File: src/rtl/ram_fifo_pkg.sv
// Shared widths and types for the TDP36 RAM-backed streaming FIFO controller.
package ram_fifo_pkg;

    localparam int unsigned DATA_W             = 36;
    localparam int unsigned ADDR_W             = 10;
    localparam int unsigned DEPTH              = 1 << ADDR_W;
    localparam int unsigned RD_LAT             = 2;
    localparam int unsigned OBUF_DEPTH         = 4;
    localparam int unsigned CNT_W              = ADDR_W + 1;
    localparam int unsigned OBUF_IDX_W         = 2;
    localparam int unsigned OBUF_CNT_W         = 3;
    localparam int unsigned CREDIT_W           = 4;
    localparam int unsigned ALMOST_FULL_MARGIN = 16;

    typedef logic [DATA_W-1:0] word_t;
    typedef logic [ADDR_W-1:0] ptr_t;
    typedef logic [CNT_W-1:0]  cnt_t;

endpackage

File: src/rtl/ram_tdp36_stream_fifo_ctrl_if.sv
// Upstream and downstream valid/ready streams of the RAM FIFO controller.
interface ram_tdp36_stream_fifo_ctrl_if;
    import ram_fifo_pkg::*;

    logic  s_valid;
    logic  s_ready;
    word_t s_data;
    logic  m_valid;
    logic  m_ready;
    word_t m_data;

    modport slave (
        input  s_valid, s_data, m_ready,
        output s_ready, m_valid, m_data
    );

    modport master (
        output s_valid, s_data, m_ready,
        input  s_ready, m_valid, m_data
    );

endinterface

File: src/rtl/ram_fifo_out_buf.sv
// Small output FIFO that absorbs words returning from the RAM read pipeline.
module ram_fifo_out_buf
    import ram_fifo_pkg::*;
(
    input  logic                  clock0,
    input  logic                  reset,
    input  logic                  push,
    input  logic                  pop,
    input  word_t                 pushData,
    output word_t                 headData,
    output logic [OBUF_CNT_W-1:0] cnt
);

    word_t                 mem [OBUF_DEPTH];
    logic [OBUF_IDX_W-1:0] wrIdx;
    logic [OBUF_IDX_W-1:0] rdIdx;
    logic                  popEn;

    assign popEn    = pop && (cnt != '0);
    assign headData = (cnt != '0) ? mem[rdIdx] : '0;

    always_ff @(posedge clock0) begin
        if (reset) begin
            wrIdx <= '0;
            rdIdx <= '0;
            cnt   <= '0;
        end else begin
            if (push)  wrIdx <= wrIdx + OBUF_IDX_W'(1);
            if (popEn) rdIdx <= rdIdx + OBUF_IDX_W'(1);
            unique case ({push, popEn})
                2'b10:   cnt <= cnt + OBUF_CNT_W'(1);
                2'b01:   cnt <= cnt - OBUF_CNT_W'(1);
                default: ;
            endcase
        end
    end

    // Storage needs no reset; cnt gates visibility of stale entries.
    always_ff @(posedge clock0) begin
        if (push) mem[wrIdx] <= pushData;
    end

endmodule

File: src/rtl/ram_tdp36_stream_fifo_ctrl.sv
// Streaming FIFO over a 1024x36 TDP RAM with credit-tracked read prefetch.
// Optional RAM_FIFO_LEVEL_EN adds level and almost_full outputs.
module ram_tdp36_stream_fifo_ctrl
    import ram_fifo_pkg::*;
(
    input  logic                              clock0,
    input  logic                              reset,
    ram_tdp36_stream_fifo_ctrl_if.slave       streamIf,
    output logic                              ram_weA,
    output ptr_t                              ram_addrA,
    output word_t                             ram_dinA,
    output logic                              ram_weB,
    output ptr_t                              ram_addrB,
    input  word_t                             ram_doutB
`ifdef RAM_FIFO_LEVEL_EN
    ,
    output cnt_t                              level,
    output logic                              almost_full
`endif
);

    ptr_t                  wrPtr;
    ptr_t                  rdPtr;
    cnt_t                  ramCnt;
    logic                  v1;
    logic                  v2;
    logic [OBUF_CNT_W-1:0] obufCnt;
    logic [CREDIT_W-1:0]   credit;
    logic                  accept;
    logic                  issue;
    logic                  pop;

    assign streamIf.s_ready = !reset && (ramCnt < CNT_W'(DEPTH));
    assign accept           = streamIf.s_valid && streamIf.s_ready;

    // Issue only if the word has a guaranteed slot in the output buffer on arrival.
    assign credit = CREDIT_W'(v1) + CREDIT_W'(v2) + CREDIT_W'(obufCnt);
    assign issue  = !reset && (ramCnt != '0) && (credit <= CREDIT_W'(OBUF_DEPTH - 1));

    assign ram_weA   = accept;
    assign ram_addrA = wrPtr;
    assign ram_dinA  = accept ? streamIf.s_data : '0;
    assign ram_weB   = 1'b0;
    assign ram_addrB = rdPtr;

    assign streamIf.m_valid = (obufCnt != '0);
    assign pop              = streamIf.m_valid && streamIf.m_ready;

    always_ff @(posedge clock0) begin
        if (reset) begin
            wrPtr  <= '0;
            rdPtr  <= '0;
            ramCnt <= '0;
            v1     <= 1'b0;
            v2     <= 1'b0;
        end else begin
            if (accept) wrPtr <= wrPtr + ADDR_W'(1);
            if (issue)  rdPtr <= rdPtr + ADDR_W'(1);
            v1 <= issue;
            v2 <= v1;
            unique case ({accept, issue})
                2'b10:   ramCnt <= ramCnt + CNT_W'(1);
                2'b01:   ramCnt <= ramCnt - CNT_W'(1);
                default: ;
            endcase
        end
    end

    // v2 marks the single cycle in which ram_doutB carries the issued word.
    ram_fifo_out_buf u_obuf (
        .clock0   (clock0),
        .reset    (reset),
        .push     (v2),
        .pop      (pop),
        .pushData (ram_doutB),
        .headData (streamIf.m_data),
        .cnt      (obufCnt)
    );

`ifdef RAM_FIFO_LEVEL_EN
    always_ff @(posedge clock0) begin
        if (reset) level <= '0;
        else       level <= ramCnt + CNT_W'(v1) + CNT_W'(v2) + CNT_W'(obufCnt);
    end

    assign almost_full = (ramCnt >= CNT_W'(DEPTH - ALMOST_FULL_MARGIN));
`endif

endmodule

File: src/flat_wrapper.sv
// flat-port wrapper written by rule: the top's interface ports become plain ports
module ram_tdp36_stream_fifo_ctrl_flat import ram_fifo_pkg::*;
  (clock0, reset, ram_weA, ram_addrA, ram_dinA, ram_weB, ram_addrB, ram_doutB, streamIf_s_valid, streamIf_s_data, streamIf_m_ready, streamIf_s_ready, streamIf_m_valid, streamIf_m_data);
  ram_tdp36_stream_fifo_ctrl_if streamIf_i ();
  input  logic clock0;
  input  logic reset;
  output logic ram_weA;
  output ptr_t ram_addrA;
  output word_t ram_dinA;
  output logic ram_weB;
  output ptr_t ram_addrB;
  input  word_t ram_doutB;
  input wire logic [$bits(streamIf_i.s_valid)-1:0] streamIf_s_valid;
  input wire logic [$bits(streamIf_i.s_data)-1:0] streamIf_s_data;
  input wire logic [$bits(streamIf_i.m_ready)-1:0] streamIf_m_ready;
  output wire logic [$bits(streamIf_i.s_ready)-1:0] streamIf_s_ready;
  output wire logic [$bits(streamIf_i.m_valid)-1:0] streamIf_m_valid;
  output wire logic [$bits(streamIf_i.m_data)-1:0] streamIf_m_data;
  assign streamIf_i.s_valid = streamIf_s_valid;
  assign streamIf_i.s_data = streamIf_s_data;
  assign streamIf_i.m_ready = streamIf_m_ready;
  assign streamIf_s_ready = streamIf_i.s_ready;
  assign streamIf_m_valid = streamIf_i.m_valid;
  assign streamIf_m_data = streamIf_i.m_data;
  ram_tdp36_stream_fifo_ctrl u_core (.clock0(clock0), .reset(reset), .streamIf(streamIf_i), .ram_weA(ram_weA), .ram_addrA(ram_addrA), .ram_dinA(ram_dinA), .ram_weB(ram_weB), .ram_addrB(ram_addrB), .ram_doutB(ram_doutB));
endmodule
File: config.mk
export PLATFORM = sky130hd
export DESIGN_NAME = ram_tdp36_stream_fifo_ctrl_flat
export DESIGN_NICKNAME = d
export VERILOG_FILES = /design/src/rtl/ram_fifo_pkg.sv /design/src/rtl/ram_tdp36_stream_fifo_ctrl_if.sv /design/src/rtl/ram_fifo_out_buf.sv /design/src/rtl/ram_tdp36_stream_fifo_ctrl.sv /design/src/flat_wrapper.sv
export SDC_FILE = /design/constraint.sdc
export NUM_CORES = 1
export LEC_CHECK = 0
export CAP_MARGIN = 5
export CORE_UTILIZATION = 46
export DETAILED_ROUTE_END_ITERATION = 10
export GPL_TIMING_DRIVEN = 0
export PLACE_DENSITY = 0.76
export SKIP_CTS_REPAIR_TIMING = 1
export SYNTH_ARGS = -nofsm -noshare
export SYNTH_HDL_FRONTEND = slang
export SYNTH_HIERARCHICAL = 1
export SYNTH_SLANG_ARGS = --single-unit
File: constraint.sdc
create_clock -name clock0 -period 3.5 [get_ports clock0]
set_input_delay 0.875 -clock clock0 [delete_from_list [all_inputs] [get_ports clock0]]
set_output_delay 0.875 -clock clock0 [all_outputs]
set_load 0.02 [all_outputs]
==> tab_implementation.tex, run 1 <==
\begin{tabular}{lr}
\hline
Metric & Value \\
\hline
\multicolumn{2}{l}{\textbf{Outcome}} \\
\quad Result of the run & finished clean \\
\multicolumn{2}{l}{\textbf{Setup path}} \\
\quad Largest fanout of any net on the critical path & 10 \\
\quad Cell type of the slowest stage on the worst timing path & clkdlybuf4s50\_1 \\
\quad Cell-by-cell listing of the critical path & clkbuf\_8, nor2\_1, buf\_2, clkbuf\_2, and3\_1, clkdlybuf4s50\_1 \\
\quad Critical path endpoint category & primary output \\
\quad FF-to-FF Start & u\_core/u\_obuf/cnt[0] \\
\quad Worst setup path startpoint & reset \\
\quad CP Data Arrival Time & around 2.5 ns \\
\quad Maximum single-stage delay on the critical path & between 0.6 and 0.7 ns \\
\quad Critical path startpoint category & input port \\
\quad Depth of the worst register-to-register path & 11 \\
\quad Capture instance of the worst register-to-register path & u\_core/ramCnt[10] \\
\quad Crit path required time & 2.62 ns \\
\quad Critical Setup Path Class & input port to primary output \\
\quad Register-to-register path setup slack & roughly 0.24 ns \\
\multicolumn{2}{l}{\textbf{Timing}} \\
\quad Peak clock frequency supported by timing & roughly 300 MHz \\
\quad Final-report max-slew violation count & 0 \\
\quad Number of hold-slack violations in the final timing report & 0 \\
\quad Final setup violating endpoints & 0 \\
\quad Setup clock skew after layout & $\sim$0.0098 ns \\
\quad Final worst path period share & 0.9740 \\
\quad Hold slack & just under 0.5 ns \\
\quad Shortest period the worst path allows & around 3.4 ns \\
\quad Least-Margin Pin Slew & $\sim$0.62 ns \\
\quad Setup repair after global routing missed its margin & no \\
\quad Headroom to the max-slew limit & 0.5845 \\
\multicolumn{2}{l}{\textbf{Placement}} \\
\quad PortBufs & 169 \\
\quad Final GP Congestion & 0.8099 \\
\quad HPWL after detailed placement & $\sim$12 mm \\
\multicolumn{2}{l}{\textbf{Final layout}} \\
\quad Post-layout net count & between 800 and 900 \\
\quad Commonest cells after routing, fill and taps aside & clkdlybuf4s50\_1, edfxtp\_1, nor2\_1, and3\_1, dfxtp\_1 \\
\quad Ratio of cells with drive above 1 in the final layout & 0.1504 \\
\quad Area growth from synthesis to final layout & 34.86\% \\
\quad Most frequent standard cell in the layout excluding fill and tap cells & clkdlybuf4s50\_1 \\
\quad Diode count & 0 \\
\multicolumn{2}{l}{\textbf{Floorplan}} \\
\quad Number of top-level pins & $\sim$170 \\
\quad Width of the die & 134.0 um \\
\quad Starting Density & 0.4763 \\
\quad Total die area & between 15000 and 20000 um\^{}2 \\
\quad Die H & around 130 um \\
\quad Placeable core region & $\sim$17000 um\^{}2 \\
\quad Row count & between 40 and 50 \\
\multicolumn{2}{l}{\textbf{Power}} \\
\quad Sum of internal, switching and leakage power & $\sim$6.6 mW \\
\quad Max IR drop VDD & 0.0003930 V \\
\quad Power per unit of standard cell area & about 620 nW/um\^{}2 \\
\quad Leakage Power & between 3 and 4 nW \\
\multicolumn{2}{l}{\textbf{Logic synthesis}} \\
\quad Synthesized flop and latch total & about 190 \\
\quad Multiplexer share of the synthesized area & 0.1120 \\
\quad Largest family of logic cells by synthesized area & simple AND/OR/NAND/NOR gates \\
\quad Post-synthesis share of cell area spent on xor and xnor gates & 0.02843 \\
\quad Mapped Nets & 628 \\
\quad Post-Synthesis Cells & 532 \\
\quad Post-synthesis sequential area ratio & 0.6448 \\
\quad Synth Area in Compound Gates & 0.03624 \\
\quad Unique masters post-synth & 53 \\
\quad Post-Synth Simple-Gate Area & 0.1181 \\
\quad Mean cell area of the mapped netlist & between 15 and 20 um\^{}2 \\
\quad Netlist Area Pre-Place & approximately 8000 um\^{}2 \\
\quad Number of warning messages in the yosys log & 6 \\
\quad Post-Synth Adder-Cell Area & 0.03311 \\
\multicolumn{2}{l}{\textbf{Flow run}} \\
\quad Maximum Capacitance Violations & 0 \\
\multicolumn{2}{l}{\textbf{Global route}} \\
\quad All-layer global routing usage & 0.2016 \\
\quad Antenna violations before repair & 0 \\
\quad Maximum number of pins on one net before global-route repair & 21 \\
\quad Wire length of the first global-routing pass & around 27 mm \\
\quad Via count of the first global-routing pass & between 5000 and 6000 \\
\quad Global route total overflow & 0 \\
\multicolumn{2}{l}{\textbf{Clock tree}} \\
\quad Root buffer cell & clkbuf\_16 \\
\quad Number of clock sinks & around 190 \\
\quad CTS H-tree lvls & 4 \\
\quad Number of CTS-inserted buffers & 17 \\
\quad Clock tree from TritonCTS & yes \\
\quad Clock Pin Slew Worst Setup and Hold Paths & 0.07 ns \\
\quad Clock latency on the worst-skew pair & $\sim$0.43 ns \\
\quad Buffers from clock root to sink, at most & 2 \\
\multicolumn{2}{l}{\textbf{Route}} \\
\quad DR DRC count & 0 \\
\quad Initial DRT Pass Iterations & 4 \\
\quad Number of nets still failing antenna checks after routing & 0 \\
\quad Wire length per cell after detailed routing & about 18 um \\
\quad Number of DRC markers after the initial detailed-route iteration & between 200 and 300 \\
\quad Post-detailed-routing wire length & between 15 and 20 mm \\
\quad Via count of the routed design & about 5000 \\
\quad Drt via density & $\sim$5.3 \\
\multicolumn{2}{l}{\textbf{Hold path}} \\
\quad Min-Delay Startpoint & u\_core/v1 \\
\quad Worst min-delay path category & register to register \\
\quad Number of instances on the worst hold path & 1 \\
\quad Hold Crit Endpoint & u\_core/v2 \\
\hline
\end{tabular}
==> how the worst max path moves through the flow <==
stage / end / slack, ns / cells past startpoint
floorplan: u_core/ramCnt[10] / 0.002 / 9
global placement: u_core/ramCnt[10] / -0.29 / 10
detailed placement: u_core/ramCnt[10] / -0.33 / 9
CTS: u_core/ramCnt[10] / -0.28 / 10
global route: ram_dinA[22] / 0.008 / 6
finish: ram_dinA[22] / 0.09 / 6
==> power breakdown <==
| part | internal [mW] | switching (mW) |
|---|---|---|
| Sequential | 2.58 | 0.117 |
| Clock | 1.06 | 0.831 |
| Combinational | 0.982 | 1.07 |
==> state kept, by name (all words and copies together), names as in the netlist, named ones only <==
| register | count |
|---|---|
| u_core/u_obuf/rdIdx | 2 |
| u_core/ram_addrB | 10 |
| u_core/v2 | 1 |
| u_core/ram_addrA | 10 |
| u_core/v1 | 1 |
| u_core/ramCnt | 11 |
| u_core/u_obuf/mem | 144 |
| u_core/u_obuf/wrIdx | 2 |
| u_core/u_obuf/cnt | 3 |
==> routing by layer <==
layer,global-route usage,vias to the layer above,routed length (um)
met5,0,-,0
met4,0.06250,0,252
met3,0.05971,23,1168
met2,0.3558,204,8931
met1,0.2354,2498,7001
li1,-,2390,-
==> cells by family after synthesis <==
logic type / count (synthesis)
buf+inv: 42
compound gates: 42
simple gates: 172
flops: 186
xor+xnor: 26
other cells: 1
mux: 43
fa+ha+maj: 20
==> Yosys cell counts (all sizes together) <==
| master | instances | area share |
|---|---|---|
| a2111oi | 2 | 0.0045 |
| a211o | 1 | 0.0011 |
| a21boi | 1 | 0.00094 |
| a21o | 7 | 0.0069 |
| a21oi | 12 | 0.0075 |
| a221oi | 1 | 0.0011 |
| a31oi | 2 | 0.0016 |
| and2 | 5 | 0.0039 |
| and2b | 4 | 0.0037 |
| and3 | 43 | 0.034 |
| and4 | 1 | 0.0012 |
| buf | 11 | 0.012 |
| clkbuf | 17 | 0.0083 |
| conb | 1 | 0.00047 |
| dfxtp | 42 | 0.10 |
| edfxtp | 144 | 0.54 |
| fa | 2 | 0.0050 |
| ha | 18 | 0.028 |
| inv | 14 | 0.0066 |
| mux2 | 1 | 0.0014 |
| mux2i | 6 | 0.0075 |
| mux4 | 36 | 0.10 |
| nand2 | 17 | 0.0089 |
| nand2b | 3 | 0.0023 |
| nand3 | 5 | 0.0031 |
| nand4 | 4 | 0.0031 |
| nor2 | 42 | 0.020 |
| nor2b | 36 | 0.028 |
| nor3 | 3 | 0.0025 |
| nor3b | 1 | 0.00094 |
| nor4 | 2 | 0.0016 |
| o21a | 2 | 0.0019 |
| o21ai | 9 | 0.0056 |
| o221ai | 1 | 0.0011 |
| o22ai | 1 | 0.00078 |
| o311ai | 1 | 0.0011 |
| o31ai | 1 | 0.00094 |
| o32a | 1 | 0.0012 |
| or2 | 1 | 0.00078 |
| or3 | 5 | 0.0039 |
| xnor2 | 5 | 0.0055 |
| xor2 | 21 | 0.023 |
==> worst max-delay path: cells and delay by family <==
kind / cells / cell delay, ns
AND/OR/NAND/NOR: 2 / 0.42
buffers and inverters: 4 / 1.24
==> stage by stage <==
step,instance area (um^2),utilization,setup slack [ns],cells,TNS [ns]
floorplan,8098,-,0.001940,532,0
detailed placement,10180,0.6053,-0.3289,925,-2.880
finish,10800,0.6423,0.09087,958,0
global route,10800,0.6423,0.007734,958,0
global placement,10060,0.5984,-0.2871,921,-1.593
CTS,10780,0.6412,-0.2796,957,-2.784
==> area by class of cell <==
class                   count  area [um^2]
clock buffers              21        503.0
fillers                  1238         6016
clock inverters            11        101.3
multi-input cells         304         2713
flip-flops and latches    186         5165
well taps                 220        275.3
plain buffers              28        181.4
repair buffers            174         1812
inverters                  14        52.55
Note: power is estimated with default switching activity, not from simulation.
==> run 2, diff against run 1 <==
Settings changed: REMOVE_ABC_BUFFERS from default to 1.
==> tab_implementation.tex, run 2 (same netlist as run 1, synthesis figures left out) <==
\begin{tabular}{lr}
\hline
Metric & Value \\
\hline
\multicolumn{2}{l}{\textbf{Outcome}} \\
\quad Result of the run & finished clean \\
\multicolumn{2}{l}{\textbf{Setup path}} \\
\quad Critical path startpoint category & register \\
\quad Crit path top cell by count & o21ai\_2 \\
\quad Largest fanout of any net on the critical path & 11 (+1) \\
\quad Maximum single-stage delay on the critical path & 0.41 ns (-0.22 ns) \\
\quad Cell type of the slowest stage on the worst timing path & fa\_1 \\
\quad Critical path endpoint category & register \\
\quad Critical Setup Path Class & register to register \\
\quad Crit path required time & 3.81 ns (+1.19 ns) \\
\quad CP Data Arrival Time & 3.70 ns (+1.17 ns) \\
\quad Cell-by-cell listing of the critical path & ha\_1, a21o\_2, a2111oi\_4, buf\_6, ha\_4, inv\_1, fa\_1, nor2b\_1, o21ai\_2, o21ai\_2, a221oi\_2, mux2i\_1, mux2\_2 \\
\multicolumn{2}{l}{\textbf{Timing}} \\
\quad Setup repair after global routing missed its margin & yes \\
\quad Peak clock frequency supported by timing & 295.7 MHz (+0.79\%) \\
\quad Final-report max-slew violation count & 0 (unchanged) \\
\quad Hold slack & 0.4754 ns (-0.005830 ns) \\
\quad Number of hold-slack violations in the final timing report & 0 (unchanged) \\
\quad Headroom to the max-slew limit & 0.6341 (+0.04965) \\
\quad Final setup violating endpoints & 0 (unchanged) \\
\quad Least-Margin Pin Slew & 0.5488 ns (-0.07447 ns) \\
\quad Final worst path period share & 0.9664 (-0.007649) \\
\quad Setup clock skew after layout & 0.01011 ns (+0.0003475 ns) \\
\quad Fin Setup TNS & 0 ns (unchanged) \\
\quad Shortest period the worst path allows & 3.382 ns (-0.02677 ns) \\
\multicolumn{2}{l}{\textbf{Global route}} \\
\quad Maximum number of pins on one net before global-route repair & 46 (+120\%) \\
\quad Global route total overflow & 0 (unchanged) \\
\quad Antenna violations before repair & 1 (+1) \\
\quad All-layer global routing usage & 0.1977 (-0.003827) \\
\quad Wire length of the first global-routing pass & 26.74 mm (-1.0\%) \\
\quad Via count of the first global-routing pass & 5362 (+2.7\%) \\
\multicolumn{2}{l}{\textbf{Floorplan}} \\
\quad Total die area & 17950 um\^{}2 (unchanged) \\
\quad Starting Density & 0.4763 (unchanged) \\
\quad Placeable core region & 16820 um\^{}2 (unchanged) \\
\quad Width of the die & 134.0 um (unchanged) \\
\quad Die H & 134.0 um (unchanged) \\
\quad Number of top-level pins & 172 (unchanged) \\
\quad Row count & 47 (unchanged) \\
\multicolumn{2}{l}{\textbf{Route}} \\
\quad Drt via density & 5.358 (+0.36\%) \\
\quad Post-detailed-routing wire length & 17.00 mm (-2.0\%) \\
\quad Number of nets still failing antenna checks after routing & 0 (unchanged) \\
\quad DR DRC count & 0 (unchanged) \\
\quad Wire length per cell after detailed routing & 17.97 um (-0.78\%) \\
\quad Initial DRT Pass Iterations & 6 (+2) \\
\quad Number of DRC markers after the initial detailed-route iteration & 223 (-13\%) \\
\quad Via count of the routed design & 5069 (-0.90\%) \\
\multicolumn{2}{l}{\textbf{Clock tree}} \\
\quad Clock Pin Slew Worst Setup and Hold Paths & 0.07 ns (about the same) \\
\quad Clock tree from TritonCTS & yes \\
\quad Root buffer cell & clkbuf\_16 \\
\quad Number of clock sinks & 186 (unchanged) \\
\quad Number of CTS-inserted buffers & 17 (unchanged) \\
\quad Clock latency on the worst-skew pair & 0.42 ns (about the same) \\
\quad CTS H-tree lvls & 4 (unchanged) \\
\quad Buffers from clock root to sink, at most & 2 (unchanged) \\
\multicolumn{2}{l}{\textbf{Final layout}} \\
\quad Post-layout net count & 809 (-1.5\%) \\
\quad Area growth from synthesis to final layout & 33.82\% \\
\quad Combined flip-flop and latch cell area & 5175 um\^{}2 (+0.19\%) \\
\quad Layout filler cell count & 1216 (-1.8\%) \\
\quad Most flop-heavy register & u\_core/u\_obuf/mem \\
\quad Fraction of the core area covered by cells at the end of the flow & 0.6373 (-0.004984) \\
\quad Ratio of cells with drive above 1 in the final layout & 0.1448 (-0.005579) \\
\quad Max reg flops & 144 (unchanged) \\
\quad Final Non-Filler Cells & 946 (-1.3\%) \\
\quad Most frequent standard cell in the layout excluding fill and tap cells & clkdlybuf4s50\_1 \\
\quad Registers with the most flip-flops & u\_core/u\_obuf/mem: 144 flops, u\_core/ramCnt: 11 flops \\
\quad Commonest cells after routing, fill and taps aside & clkdlybuf4s50\_1, edfxtp\_1, and3\_1 \\
\quad Area taken by multi-input logic gates & 2699 um\^{}2 (-0.51\%) \\
\multicolumn{2}{l}{\textbf{Hold path}} \\
\quad Worst min-delay path category & register to register \\
\multicolumn{2}{l}{\textbf{Placement}} \\
\quad PortBufs & 170 (+0.59\%) \\
\quad HPWL after detailed placement & 11.32 mm (-8.0\%) \\
\quad Placed cell count & 903 (-2.4\%) \\
\quad Final GP Congestion & 0.7795 (-3.8\%) \\
\multicolumn{2}{l}{\textbf{Power}} \\
\quad Max IR drop VDD & 0.0003786 V (-3.7\%) \\
\quad Power per unit of standard cell area & 610.8 nW/um\^{}2 (-0.69\%) \\
\quad Sum of internal, switching and leakage power & 6.547 mW (-1.5\%) \\
\quad Leakage Power & 3.804 nW (-1.7\%) \\
\multicolumn{2}{l}{\textbf{Flow run}} \\
\quad Maximum Capacitance Violations & 0 (unchanged) \\
\hline
\end{tabular}
run 2: cell count changes in the layout (fill, tap and decap cells not counted), moves of 4 or more:
cell and change:
clkbuf_2 -7, clkbuf_1 -7, dfxtp_1 -4, buf_2 -4, clkinvlp_4 +4, buf_4 +6
clkinv_1 +4, buf_12 +5
run 2: metrics by stage:
stage,cell area (um^2),setup slack (ns)
floorplan,7848,-0.8576
global placement,9824,-3.106
detailed placement,10030,-1.578
CTS,10570,-1.081
global route,10720,-0.05128
finish,10720,0.1176
run 2: layout make-up:
| cell class | count | area share |
|---|---|---|
| timing repair buffer | 188 | 0.1836 |
| clock buffer | 17 | 0.03969 |
| clock inverter | 14 | 0.01132 |
| inverter | 14 | 0.004903 |
| multi-input combinational | 306 | 0.2518 |
| sequential | 186 | 0.4828 |
| tap | 220 | 0.02568 |
| antenna | 1 | 0.0002335 |
run 2: per-layer routing:
| metal | routed length [um] | global-route usage | up-vias | part of all wire |
|---|---|---|---|---|
| li1 | - | - | 2359 | - |
| met1 | 6813 | 0.2219 | 2506 | 0.40 |
| met2 | 8935 | 0.3601 | 184 | 0.53 |
| met3 | 997 | 0.05026 | 20 | 0.059 |
| met4 | 257 | 0.07323 | 0 | 0.015 |
| met5 | 0 | 0 | - | 0 |
run 2: worst paths after layout:
path / start / depth (start not counted) / slack (ns) / end
max reg2reg: u_core/u_obuf/cnt[0] / 13 / 0.12 / u_core/ramCnt[10]
min reg2reg: u_core/v1 / 1 / 0.48 / u_core/v2
max: u_core/u_obuf/cnt[0] / 13 / 0.12 / u_core/ramCnt[10]
min: u_core/v1 / 1 / 0.48 / u_core/v2
run 2: worst max-delay path: cells and delay by family (launching register included):
kind,cells,cell delay [ns]
mux,2,0.55
simple gates,1,0.21
fa+ha+maj,3,0.90
flops,1,0.37
compound gates,5,0.95
buf+inv,2,0.28
run 2: where the power goes:
group	switching [mW]	internal, mW	total (mW)
Combinational	1.05	1.02	2.07
Clock	0.788	0.977	1.76
Sequential	0.121	2.59	2.71
Total	1.96	4.58	6.55
